`config.mk`:
```
export PLATFORM = sky130hd
export DESIGN_NAME = flux_capture_writer
export DESIGN_NICKNAME = d
export VERILOG_FILES = /design/src/rtl/flux_capture_writer.sv
export SDC_FILE = /design/constraint.sdc
export NUM_CORES = 1
export LEC_CHECK = 0
export CAP_MARGIN = 20
export CORE_ASPECT_RATIO = 0.8
export CORE_MARGIN = 3
export CORE_UTILIZATION = 54
export CTS_CLUSTER_DIAMETER = 60
export DETAILED_ROUTE_END_ITERATION = 6
export PLACE_DENSITY = 0.84
export REMOVE_ABC_BUFFERS = 1
export SLEW_MARGIN = 25
export SYNTH_ARGS = -nofsm -noshare
export SYNTH_HDL_FRONTEND = slang
export SYNTH_SLANG_ARGS = --single-unit
```
`constraint.sdc`:
```
create_clock -name CLK_MASTER -period 3 [get_ports CLK_MASTER]
set_input_delay 0.6 -clock CLK_MASTER [delete_from_list [all_inputs] [get_ports CLK_MASTER]]
set_output_delay 0.6 -clock CLK_MASTER [all_outputs]
set_load 0.02 [all_outputs]
```
`src/rtl/flux_capture_writer.sv`:
```
// Flux-timing capture: timestamps read-data edges and index pulses, encodes each as a
// byte and streams the bytes through a small FIFO into acquisition SRAM.
module flux_capture_writer #(
  parameter int ADDR_WIDTH      = 19,
  parameter int FIFO_DEPTH_LOG2 = 2
) (
  input  logic                  CLK_MASTER,
  input  logic                  RESET_n,
  input  logic                  ACQUIRING,
  input  logic                  SAMPLE_CKE,
  input  logic                  FD_RDDATA_IN,
  input  logic                  FD_INDEX_IN,
  input  logic                  ADDR_CLR,
  input  logic                  SR_WR_ACK,
  output logic                  SR_WR_REQ,
  output logic [ADDR_WIDTH-1:0] SR_WR_ADDR,
  output logic [7:0]            SR_WR_DATA,
  output logic                  SR_R_FULL,
  output logic                  OVERRUN,
  output logic [ADDR_WIDTH:0]   BYTE_COUNT
);

  localparam int                   DEPTH    = 1 << FIFO_DEPTH_LOG2;
  localparam logic [ADDR_WIDTH:0]  CAPACITY = {1'b1, {ADDR_WIDTH{1'b0}}};
  localparam logic [ADDR_WIDTH:0]  BC_ONE   = 1;
  localparam logic [ADDR_WIDTH-1:0] ADDR_ONE = 1;
  localparam logic [FIFO_DEPTH_LOG2:0] PTR_ONE = 1;

  typedef enum logic {IDLE, REQ} state_t;

  logic       rd_p0, rd_p1, rd_p2, idx_p0, idx_p1, idx_p2;
  logic       flux_evt, idx_evt;
  logic       acq_prev;
  logic [6:0] count, count_nxt;
  logic       push_req;
  logic [7:0] push_data;
  logic [7:0] fifo_mem [DEPTH];
  logic [FIFO_DEPTH_LOG2:0] wr_ptr, rd_ptr;
  logic       fifo_empty, fifo_full, push_ok, push_drop, pop, clr_ok;
  state_t     state;

  // Stage p0/p1: two-flop synchronisers; p2: previous value for rising-edge detect
  always_ff @(posedge CLK_MASTER or negedge RESET_n) begin
    if (!RESET_n) begin
      rd_p0 <= 1'b0; rd_p1 <= 1'b0; rd_p2 <= 1'b0;
      idx_p0 <= 1'b0; idx_p1 <= 1'b0; idx_p2 <= 1'b0;
      flux_evt <= 1'b0; idx_evt <= 1'b0;
    end else begin
      rd_p0 <= FD_RDDATA_IN; rd_p1 <= rd_p0; rd_p2 <= rd_p1;
      idx_p0 <= FD_INDEX_IN; idx_p1 <= idx_p0; idx_p2 <= idx_p1;
      flux_evt <= rd_p1 & ~rd_p2;
      idx_evt  <= idx_p1 & ~idx_p2;
    end
  end

  // Encoder: an event outranks the overflow marker and carries the unwrapped count
  always_comb begin
    push_req  = 1'b0;
    push_data = 8'h00;
    count_nxt = count;
    if (ACQUIRING && !acq_prev) begin
      count_nxt = 7'd0;
    end else if (ACQUIRING) begin
      if (flux_evt || idx_evt) begin
        push_req  = 1'b1;
        push_data = {idx_evt, count};
        if (flux_evt)        count_nxt = {6'd0, SAMPLE_CKE};
        else if (SAMPLE_CKE) count_nxt = count + 7'd1;
      end else if (SAMPLE_CKE) begin
        if (count == 7'h7F) begin
          push_req  = 1'b1;
          push_data = 8'h7F;
        end
        count_nxt = count + 7'd1;
      end
    end
  end

  always_ff @(posedge CLK_MASTER or negedge RESET_n) begin
    if (!RESET_n) begin
      acq_prev <= 1'b0;
      count    <= 7'd0;
    end else begin
      acq_prev <= ACQUIRING;
      count    <= count_nxt;
    end
  end

  assign fifo_empty = (wr_ptr == rd_ptr);
  assign fifo_full  = (wr_ptr[FIFO_DEPTH_LOG2-1:0] == rd_ptr[FIFO_DEPTH_LOG2-1:0]) &&
                      (wr_ptr[FIFO_DEPTH_LOG2] != rd_ptr[FIFO_DEPTH_LOG2]);
  assign push_ok    = push_req && !SR_R_FULL && !fifo_full;
  assign push_drop  = push_req && !SR_R_FULL && fifo_full;
  assign pop        = (state == IDLE) && !fifo_empty && !SR_R_FULL;
  assign clr_ok     = ADDR_CLR && (state == IDLE) && fifo_empty;

  // Event FIFO: storage is data only, pointers and overrun flag are control
  always_ff @(posedge CLK_MASTER) begin
    if (push_ok) fifo_mem[wr_ptr[FIFO_DEPTH_LOG2-1:0]] <= push_data;
  end

  always_ff @(posedge CLK_MASTER or negedge RESET_n) begin
    if (!RESET_n) begin
      wr_ptr  <= '0;
      rd_ptr  <= '0;
      OVERRUN <= 1'b0;
    end else begin
      if (push_ok) wr_ptr <= wr_ptr + PTR_ONE;
      if (pop)     rd_ptr <= rd_ptr + PTR_ONE;
      if (clr_ok)         OVERRUN <= 1'b0;
      else if (push_drop) OVERRUN <= 1'b1;
    end
  end

  // Write FSM: one SRAM request per popped byte, address advances on ack
  always_ff @(posedge CLK_MASTER or negedge RESET_n) begin
    if (!RESET_n) begin
      state      <= IDLE;
      SR_WR_REQ  <= 1'b0;
      SR_WR_ADDR <= '0;
      SR_WR_DATA <= 8'h00;
      SR_R_FULL  <= 1'b0;
      BYTE_COUNT <= '0;
    end else begin
      case (state)
        IDLE: begin
          if (clr_ok) begin
            SR_WR_ADDR <= '0;
            BYTE_COUNT <= '0;
            SR_R_FULL  <= 1'b0;
          end else if (pop) begin
            SR_WR_DATA <= fifo_mem[rd_ptr[FIFO_DEPTH_LOG2-1:0]];
            SR_WR_REQ  <= 1'b1;
            state      <= REQ;
          end
        end
        REQ: begin
          if (SR_WR_ACK) begin
            SR_WR_REQ  <= 1'b0;
            SR_WR_ADDR <= SR_WR_ADDR + ADDR_ONE;
            BYTE_COUNT <= BYTE_COUNT + BC_ONE;
            if (BYTE_COUNT + BC_ONE == CAPACITY) SR_R_FULL <= 1'b1;
            state <= IDLE;
          end
        end
        default: state <= IDLE;
      endcase
    end
  end

endmodule

```
==> qor.txt <==
Outcome: complete, no violations
CTS Sinks: 105
Final hold slack: 0.3403 ns
Setup total negative slack: 0 ns
Synth Warn #: 0
Worst-Skew Late Latency: 0.36 ns
DP Wirelength: 6.796 mm
Gr ovfl total: 0
Pleak: 2.280 nW
Initial antenna violation count: 0
Top Layer Used: met4
Syn-to-layout area delta: 17.95%
Total GRT Usage: 0.2015
Die Wd: 111.8 µm
Vias: 3395
Post-synthesis sequential area ratio: 0.5763
DRC: 0
CTS H-tree lvls: 3
Final Skew: 0.01333 ns
Final setup margin: 0.5457 ns
Seq cells post-synth: 105
GP Congestion: 0.8685
Max-slew violation count: 0
RSZ-0062 raised after global routing: false
Antenna diodes: 0
Placed cell area: 5519 µm²
Met3 wire len: 498 µm
Routed wl met2: 4.642 mm
Post-synthesis cell type count: 54
Hold Path Class: input pin to async pin
F_max: 0.4074 GHz
Share of the synthesized area in the top cell type: 0.3777
CP Max Fanout: 9
Data arrival, critical path: 2.46 ns
CP Capture Type: flop
Post-synth EDFFs: 32
Synth area leader: dfrtp_1
Total die area: 10140 µm²
Cell area after synthesis: 4837 µm²
Final WL: 9.742 mm
Starting DRT DRC Count: 186
Post-route ant nets: 0
Worst Path Required: 3.01 ns
Cts hold-fix bufs: 0
Number of setup buffers added after CTS: 0
Pin count of the biggest net entering global routing: 74
CTS Buffer Depth: 2
Cell row count: 30
Pre-CTS WS: 0.1912 ns
Post-DR wirelength/cell: 16.54 µm
Worst reg2reg path startpoint: count[0]$_DFFE_PN0P_
Fin cells: 589
Final setup fails: 0
Post-layout minimum cycle time: 2.454 ns
Top FF cell, synth: dfrtp_1
Cells after Synth: 415
I/O Buffers: 57
Met1 Wirelength: 4.518 mm
Resized cells post-CTS: 0
Vias per cell: 5.764
Crit path capture: fifo_mem[3][1]$_DFFE_PP_
RR Endpoint: fifo_mem[3][1]$_DFFE_PP_
Register-to-register setup slack: 0.67 ns
Synth area leaders: dfrtp_1 38%, edfxtp_1 20%, mux4_2 3.7%
Vias in the first global route: 3311
Share of cells above drive strength 1: 0.1111
Global-route wire length before repair: 16.50 mm
Worst setup startpoint: SAMPLE_CKE
Inst Count DP: 573
Final worst path period share: 0.8181
Ports: 58
Slew headroom: 0.3963
MaxCap Viol Count: 0
Critical path class: input pin to flop
Final Instance Area: 5705 µm²
Core area: 8596 µm²
Root Buffer: clkbuf_8
Most frequent cells in the layout: 73 x dfrtp_1, 56 x clkdlybuf4s50_1, 37 x nor2_1, 35 x nand2_1, 34 x o21ai_0
Effective utilization at floorplan: 0.5627
DRT Pass-1 Iters: 5
Clock transition at path regs: 0.11 ns
CTS Buf Count: 9
Hold Fails Final Rpt: 0
Max VDD drop: 0.4023 mV
Startpoint Class: input pin
TritonCTS clock tree: yes
Nets: 488
Syn Area/Cell: 11.66 µm²
Async SR Flop Fraction: 0.6952
Die height: 90.66 µm
Most common cell after layout, fill and taps aside: dfrtp_1
PD cells: 702.7 nW/µm²
R2R depth: 6
Worst-margin pin slew: 0.9055 ns
-- layout make-up --
cell class                 instances  area [µm²]
timing repair buffer              63       613.1
fill                             634        2890
inverter                           9       33.78
clock buffer                      10       137.6
sequential                       105        2788
multi-input combinational        284        1944
tap                              112       140.1
clock inverter                     6       48.80
-- kinds of logic (layout without fill, tap and decap cells) --
kind of cell / after synthesis / in the layout / share of synthesized area
buf+inv: 26 / 88 / 0.02173
simple gates: 147 / 147 / 0.1596
mux: 19 / 19 / 0.06234
compound gates: 82 / 82 / 0.1086
fa+ha+maj: 8 / 8 / 0.02069
flops: 105 / 105 / 0.5763
xor+xnor: 28 / 28 / 0.05070
-- how the worst min path moves through the flow --
stage,cells past startpoint,startpoint,slack [ns],end
6_report,1,RESET_n,0.34,SR_WR_DATA[3]$_DFFE_PN0P_
5_1_grt,0,rd_p0$_DFF_PN0_,0.38,rd_p1$_DFF_PN0_
4_1_cts,0,idx_p0$_DFF_PN0_,0.36,idx_p1$_DFF_PN0_
3_5_place_dp,0,idx_p0$_DFF_PN0_,0.33,idx_p1$_DFF_PN0_
3_3_place_gp,0,idx_p0$_DFF_PN0_,0.33,idx_p1$_DFF_PN0_
2_1_floorplan,0,RESET_n,0.30,BYTE_COUNT[0]$_DFFE_PN0P_
-- report_power, final --
| part | switching (mW) | internal [mW] |
|---|---|---|
| Clock | 0.495 | 0.335 |
| Combinational | 0.689 | 0.616 |
| Sequential | 0.195 | 1.68 |
| Total | 1.38 | 2.63 |
-- cell usage after synthesis, types with 8 or more instances --
master	instances
mux2_2	9
inv_1	9
a21oi_1	10
nor2_1	37
and3_1	8
clkbuf_1	13
xor2_1	14
nand2_1	35
and2_1	11
xnor2_1	14
o21ai_0	34
dfrtp_1	73
o21a_1	8
nand4_1	13
ha_1	8
mux4_2	8
edfxtp_1	32
nand3_1	13
-- worst max-delay path, cell delays in order --
cell,delay (ns)
clkdlybuf4s50_1,0.52
nand2_1,0.08
o41ai_1,0.32
and3_1,0.21
nor3b_2,0.28
and2_1,0.45
-- stage by stage --
stage / total power [mW] / utilization
6_report: 4.009 / 0.6638
5_1_grt: 4.252 / 0.6638
4_1_cts: 4.041 / 0.6638
3_5_place_dp: 3.217 / 0.6421
3_3_place_gp: 3.161 / 0.6421
2_1_floorplan: 2.693 / -
-- state kept, by name, indices dropped and copies added (netlist names), 3 cells and up --
name,cells
fifo_mem,32
BYTE_COUNT,20
SR_WR_ADDR,19
SR_WR_DATA,8
count,7
rd_ptr,3
wr_ptr,3
-- metal layers --
layer	vias to the layer above	global-route usage
met5	-	0
met3	7	0.04019
met4	0	0.05775
met1	1685	0.2856
met2	88	0.3189
li1	1615	-
No activity file was read; power rests on OpenSTA's default activity.
